`src/rtl/decode_issue_ctrl.sv`:
```
// Decode/issue stage controller: holds one fetched instruction, presents it to the
// decoder, checks the integer scoreboard and issues over a valid/ready handshake.

package decode_issue_pkg;

    typedef enum logic [2:0] {
        INVALID   = 3'd0,
        OP_ADD    = 3'd1,
        OP_ADDI   = 3'd2,
        OP_STORE  = 3'd3,
        OP_LOAD   = 3'd4,
        OP_BRANCH = 3'd5
    } funct_t;

    typedef struct packed {
        funct_t      funct;
        logic [4:0]  rd;
        logic [4:0]  rs1;
        logic [4:0]  rs2;
        logic [31:0] imm;
    } decoded_instr_t;

endpackage

module decode_issue_ctrl
    import decode_issue_pkg::*;
#(
    parameter int unsigned XLEN        = 64,
    parameter int unsigned STALL_CNT_W = 32
) (
    input  logic                   clk_i,
    input  logic                   rst_ni,
    input  logic                   flush_i,
    input  logic [31:0]            instr_i,
    input  logic [XLEN-1:0]        pc_i,
    input  logic                   instr_valid_i,
    output logic                   instr_ready_o,
    output logic [31:0]            code_o,
    input  decoded_instr_t         cmd_i,
    output decoded_instr_t         issue_cmd_o,
    output logic [XLEN-1:0]        issue_pc_o,
    output logic                   issue_valid_o,
    input  logic                   issue_ready_i,
    input  logic                   wb_valid_i,
    input  logic [4:0]             wb_rd_i,
    output logic                   illegal_o,
    output logic [31:0]            sb_busy_o,
    output logic [STALL_CNT_W-1:0] stall_cnt_o
);

    localparam logic [1:0] EMPTY   = 2'd0;
    localparam logic [1:0] HOLD    = 2'd1;
    localparam logic [1:0] ILLEGAL = 2'd2;

    logic [1:0]             state_q, state_d;
    logic [31:0]            instr_q;
    logic [XLEN-1:0]        pc_q;
    logic [31:0]            sb_q, sb_d;
    logic [STALL_CNT_W-1:0] stall_cnt_q;

    logic in_hold;
    logic is_invalid;
    logic hazard;
    logic fire;
    logic accept;

    assign in_hold    = (state_q == HOLD);
    assign is_invalid = (cmd_i.funct == INVALID);
    // Conservative: rs2 is checked even for formats that never read it.
    assign hazard     = sb_q[cmd_i.rs1] | sb_q[cmd_i.rs2];

    assign issue_valid_o = rst_ni & in_hold & ~is_invalid & ~hazard & ~flush_i;
    assign fire          = issue_valid_o & issue_ready_i;
    assign instr_ready_o = rst_ni & ~flush_i & ((state_q == EMPTY) | (in_hold & fire));
    assign accept        = instr_valid_i & instr_ready_o;
    assign illegal_o     = rst_ni & (state_q == ILLEGAL);

    assign code_o      = instr_q;
    assign issue_cmd_o = cmd_i;
    assign issue_pc_o  = pc_q;
    assign sb_busy_o   = sb_q;
    assign stall_cnt_o = stall_cnt_q;

    always_comb begin
        state_d = state_q;
        if (flush_i) begin
            state_d = EMPTY;
        end else begin
            case (state_q)
                EMPTY:   if (accept) state_d = HOLD;
                HOLD: begin
                    if (is_invalid)  state_d = ILLEGAL;
                    else if (fire)   state_d = accept ? HOLD : EMPTY;
                end
                ILLEGAL: state_d = ILLEGAL;
                default: state_d = EMPTY;
            endcase
        end
    end

    // Set is applied after clear so an issue wins over a same-cycle writeback.
    always_comb begin
        sb_d = sb_q;
        if (wb_valid_i && (wb_rd_i != 5'd0)) sb_d[wb_rd_i] = 1'b0;
        if (fire && (cmd_i.rd != 5'd0))      sb_d[cmd_i.rd] = 1'b1;
        sb_d[0] = 1'b0;
    end

    always_ff @(posedge clk_i) begin
        if (!rst_ni) begin
            state_q     <= EMPTY;
            instr_q     <= '0;
            pc_q        <= '0;
            sb_q        <= '0;
            stall_cnt_q <= '0;
        end else begin
            state_q <= state_d;
            sb_q    <= sb_d;
            if (accept) begin
                instr_q <= instr_i;
                pc_q    <= pc_i;
            end
            if (in_hold && hazard && !flush_i && (stall_cnt_q != '1)) begin
                stall_cnt_q <= stall_cnt_q + 1'b1;
            end
        end
    end

endmodule

```
`config.mk`:
```
export PLATFORM = sky130hd
export DESIGN_NAME = decode_issue_ctrl
export DESIGN_NICKNAME = d
export VERILOG_FILES = /design/src/rtl/decode_issue_ctrl.sv
export SDC_FILE = /design/constraint.sdc
export NUM_CORES = 1
export LEC_CHECK = 0
export CORE_AREA = 2 2 145 147
export CTS_BUF_LIST = sky130_fd_sc_hd__clkbuf_4 sky130_fd_sc_hd__clkbuf_8
export DETAILED_ROUTE_END_ITERATION = 10
export DIE_AREA = 0 0 147 149
export GPL_TIMING_DRIVEN = 0
export MAX_ROUTING_LAYER = met4
export PLACE_DENSITY_LB_ADDON = 0.05
export REMOVE_ABC_BUFFERS = 1
export SYNTH_ARGS = -nofsm -noshare
export SYNTH_HDL_FRONTEND = slang
export SYNTH_SLANG_ARGS = --single-unit
```
`constraint.sdc`:
```
create_clock -name clk_i -period 3.3 [get_ports clk_i]
set_input_delay 0.66 -clock clk_i [delete_from_list [all_inputs] [get_ports clk_i]]
set_output_delay 0.66 -clock clk_i [all_outputs]
set_load 0.02 [all_outputs]
```
Yosys cells after proc, flatten, opt, wreduce, memory -nomap -nowiden
Index checks and enable logic that the tools add are counted.

cells by class
  magnitude comparators = 6
  reduce and logical (&&, ||, !) cells = 14
  equality and inequality tests = 5
  mux-type cells = 15
  bitwise operators = 19
  add/subtract/negate cells = 1

operators by type and width
  kind                                                                           count
  32-bit 2-to-1 mux                                                              2
  32-bit by 1-bit adder with 32-bit output (second input constant)               1
  32-bit AND                                                                     1
  32-bit inequality test (second input constant)                                 1
  32-bit NOT                                                                     1
  32-bit bitwise OR                                                              1
  5-bit by 6-bit less-than comparator with 1-bit output (second input constant)  4
  1-bit AND                                                                      10
  1-bit binary-select mux with 5-bit select                                      2
  1-bit demux with 5-bit select                                                  2
  5-bit by 1-bit >= comparator with 1-bit output (second input constant)         2
  5-bit nonzero test                                                             2
  1-bit logical AND                                                              7
  2-bit 2-to-1 mux                                                               3
  2-bit one-hot mux with 3 select lines                                          1
  1-bit 2-to-1 mux                                                               5
  1-bit NOT                                                                      4
  3-bit zero test                                                                1
  3-bit by 1-bit inequality test with 1-bit output (second input constant)       1
  2-bit by 1-bit equality test with 1-bit output (second input constant)         1
  2-bit equality test (second input constant)                                    1
  2-bit zero test                                                                1
  2-bit inequality test (second input constant)                                  1
  1-bit bitwise OR                                                               2
  other kinds (3)                                                                3

storage, ports and cells
  output and inout bits = 213
  bits in registers = 162

Longest topological paths before layout
  depth after elaboration = 15
  mapped depth = 12
  depth with buffers taken out = 8

Worst setup path before layout
Ideal clock, no wire load.

  path type = in2out
  start point = input cmd_i[39] in the netlist's numbering
  end point = output instr_ready_o
  buffers on the path = 1
  required time = 2640 ps
  stages = 8
  arrival = 2382 ps
  slack = 258 ps
  path through = buf_6 mux4_2 or3b_1 o2111ai_2 o31a_4 nand3_2 nor2_4 o21a_1

between the ends
  word-level cells in the longest chain between the ends = 10

RTL lines
  item                                       line  RTL
  from (decl)                                39    input decoded_instr_t cmd_i,
  1-bit binary-select mux with 5-bit select  70    assign hazard = sb_q[cmd_i.rs1] | sb_q[cmd_i.rs2];
  1-bit 2-to-1 mux (not written as such)     70
  1-bit bitwise OR                           70
  1-bit NOT                                  72    assign issue_valid_o = rst_ni & in_hold & ~is_invalid & ~hazard & ~flush_i;
  1-bit AND (2 in a row)                     72
  1-bit AND                                  73    assign fire = issue_valid_o & issue_ready_i;
  1-bit AND                                  74    assign instr_ready_o = rst_ni & ~flush_i & ((state_q == EMPTY) | (in_hold & fire));
  1-bit bitwise OR                           74
  1-bit AND                                  74
  to (decl)                                  37    output logic instr_ready_o,

Every way passes these cells. The select of a mux whose other input is x is not followed.

Worst setup path in the final report
Same ends and word-level chain as after synthesis.

==> impl_metrics.csv <==
group,metric,value,unit
clock_network,cts_root_buffer,"clkbuf_8",
floorplanning,core_area,0.02056,mm2
final_layout,layout-drive-gt1-share,7.328,%
yosys,synth_edf_count,0,
timing,period_minus_slack,3.215,ns
yosys,synth_ff_type,"dfxtp_1",
timing,clock_skew,0.02237,ns
detailed_routing,initialDrtViolationCount,388,
placement,dpl.hpwl,17.40,mm
floorplanning,num_rows,53,
pwr,power_density,407.7,mW/mm2
floorplanning,die_w,147,um
floorplanning,io_pins,370,
final_layout,fin_nets,1264,
global_route,first_global_vias,6415,
detailed_routing,num_vias,6860,
timing,rsz0062_at_grt,"no",
detailed_routing,viasPerCell,4.921,
timing,setup_viol,0,
clock_network,clk_path_buf_depth,2,
yosys,syn_inst,876,
yosys,netlist_area,0.007269,mm2
yosys,synth.area.top_cells,"dfxtp_1 (44%), nand2_1 (12%), o21ai_1 (5.5%)",
setup_path,cp_max_fo,10,
final_layout,diodes,0,
detailed_routing,dr.pass1.iters,4,
clock_network,clkSinkCount,161,
final_layout,layout_commonest_cell,"clkdlybuf4s50_1",
final_layout,finalNonFillerCells,1394,
yosys,synth_seq_area_share,44.34,%
timing,tightestPinTransition,0.7790,ns
yosys,yosysTopAreaCellShare,44.34,%
final_layout,final_cell_mix,"clkdlybuf4s50_1 (295), nand2_1 (229), dfxtp_1 (161)",
setup_path,cp-start-kind,"input port",
detailed_routing,drc,0,
floorplanning,dieArea,0.02190,mm2
yosys,async_flop_share,0,%
clock_network,postCtsHoldBufs,0,
yosys,synth_warnings,0,
clock_network,clk_pin_slew,0.08,ns
pwr,leakagePower,0.003624,uW
placement,dp_cells,1357,
pwr,vdd_ir_drop_max,0.0002449,V
timing,max_slew_margin,47.92,%
timing,hold_viol,0,
timing,period_share,97.41,%
floorplanning,initial_core_util,35.36,%
detailed_routing,ant_nets,0,
yosys,syn_area_per_cell,8.298,um2
yosys,ys_ff_latch,161,
placement,gp_congestion,0.8478,
clock_network,cts_buffers,17,
timing,max_freq,311.1,MHz
global_route,antenna_found_initial,0,
detailed_routing,wl_per_cell,17.19,um
setup_path,worst_ep_required_time,2.64,ns
yosys,yosys.area.top_type,"dfxtp_1",
run,max-cap-violations,0,
yosys,yosysUniqueCellTypes,58,
clock_network,htreeDepth,4,
status,status,"completed",
floorplanning,dieHeight,149,um
setup_path,crit_type,"in -> out",
detailed_routing,routed_wl,23.97,mm
timing,whs,0.4493,ns
final_layout,area_growth,45.73,%
placement,port_buffers,304,
timing,slew_violations,0,
global_route,grt.overflow.total,0,
hold_path,hold_class,"reg -> reg",
clock_network,clk_latency,0.45,ns
global_route,grt_pass1_wl,36.46,mm
setup_path,worstSetupEndpointType,"output port",
global_route,grt_max_degree,88,
global_route,track_usage,22.05,%
clock_network,cts_tree,"done",
setup_path,arrival,2.55,ns
[report_power, final]
group / internal [uW] / switching (uW)
clock network: 849 / 780
registers: 2010 / 33.5
logic: 328 / 322
total: 3180 / 1130
[registers in the layout, summed over array words and instances, names as in the netlist]
| register | flops |
|---|---|
| stall_cnt_o | 32 |
| sb_busy_o | 31 |
| issue_pc_o | 64 |
| state_q | 2 |
| code_o | 32 |
[final cells by class]
type / count / area, um2
timing repair inverter: 1 / 5.005
multi-input combinational: 606 / 3372
sequential: 161 / 3223
clock inverter: 14 / 201.4
fill: 1983 / 9963
tap: 275 / 344.1
timing repair buffer: 312 / 3177
inverter: 7 / 30.03
clock buffer: 18 / 241.5
[worst paths after layout]
check	start	endpoint	slack (ns)	cells after the start
worst min-delay path	code_o[26]$_SDFFE_PN0P_	code_o[26]$_SDFFE_PN0P_	0.45	2
worst max register to register	sb_busy_o[4]$_SDFF_PN0_	stall_cnt_o[19]$_SDFFE_PN0P_	0.17	9
worst max-delay path	cmd_i[39]	instr_ready_o	0.09	9
worst min register to register	code_o[26]$_SDFFE_PN0P_	code_o[26]$_SDFFE_PN0P_	0.45	2
[repair_timing]
action                                  CTS  global route
endpoints found under the setup margin  114            43
pin swaps                                 2             2
gates cloned                              2             0
gates resized for setup                  34            12
buffers inserted                          3             0
[cells by family (layout without fill, tap and decap cells)]
| kind of cell | count (synthesis) | count (layout) | share of synthesized area, % |
|---|---|---|---|
| buffers and inverters | 109 | 352 | 9.604 |
| flip-flops | 161 | 161 | 44.34 |
| AO/OA/AOI/OAI | 223 | 223 | 17.90 |
| adder cells (fa/ha/maj) | 1 | 1 | 0.1721 |
| AND/OR/NAND/NOR | 354 | 354 | 22.44 |
| multiplexers | 24 | 24 | 5.129 |
| other | 1 | 1 | 0.05159 |
| XOR/XNOR | 3 | 3 | 0.3615 |
[routing by layer]
metal,GRT usage [%],part of all wire (%),vias up
met1,28.77,45,3118
met3,9.633,9.8,18
met5,-,0,-
met4,4.952,1.2,0
met2,31.67,44,258
li1,-,-,3466
[synth_stat cells (all sizes together) (2+ instances only)]
cell type  instances
nand3             17
and2               2
o22ai              4
o21ai            142
o31ai              7
o311ai             2
mux2i              8
and3               9
dfxtp            161
mux4              10
xor2               2
nor2              17
nand4             10
nand4b             3
or3               19
or4                6
a21oi             24
o211ai            31
inv                7
clkbuf            24
a31oi              2
and4               2
nand3b             7
buf               78
nor3               4
nand2            230
nor2b              6
or2                2
mux2               6
nor4               5
nand2b            11
[metrics by stage]
stage          TNS [ns]  cell area [um2]  worst slack, ns  util (%)  power, uW
3_5_place_dp    -117.48            10080           -1.295     49.03       2727
3_3_place_gp   -1330.99             9985           -10.40     48.57       2730
5_1_grt               0            10590         0.007683     51.53       4513
6_report              0            10590          0.08535     51.53       4320
2_1_floorplan   -214.00             6598           -2.369         -       2304
4_1_cts               0            10580        0.0008666     51.45       4384
[critical path, stage by stage]
cell,delay [ns]
buf_6,0.14
mux4_2,0.50
or3b_1,0.38
o2111ai_2,0.10
o31a_4,0.20
nand3_2,0.09
nor2_4,0.12
o21a_1,0.12
clkdlybuf4s15_2,0.25
(Power assumes the default switching activity.)
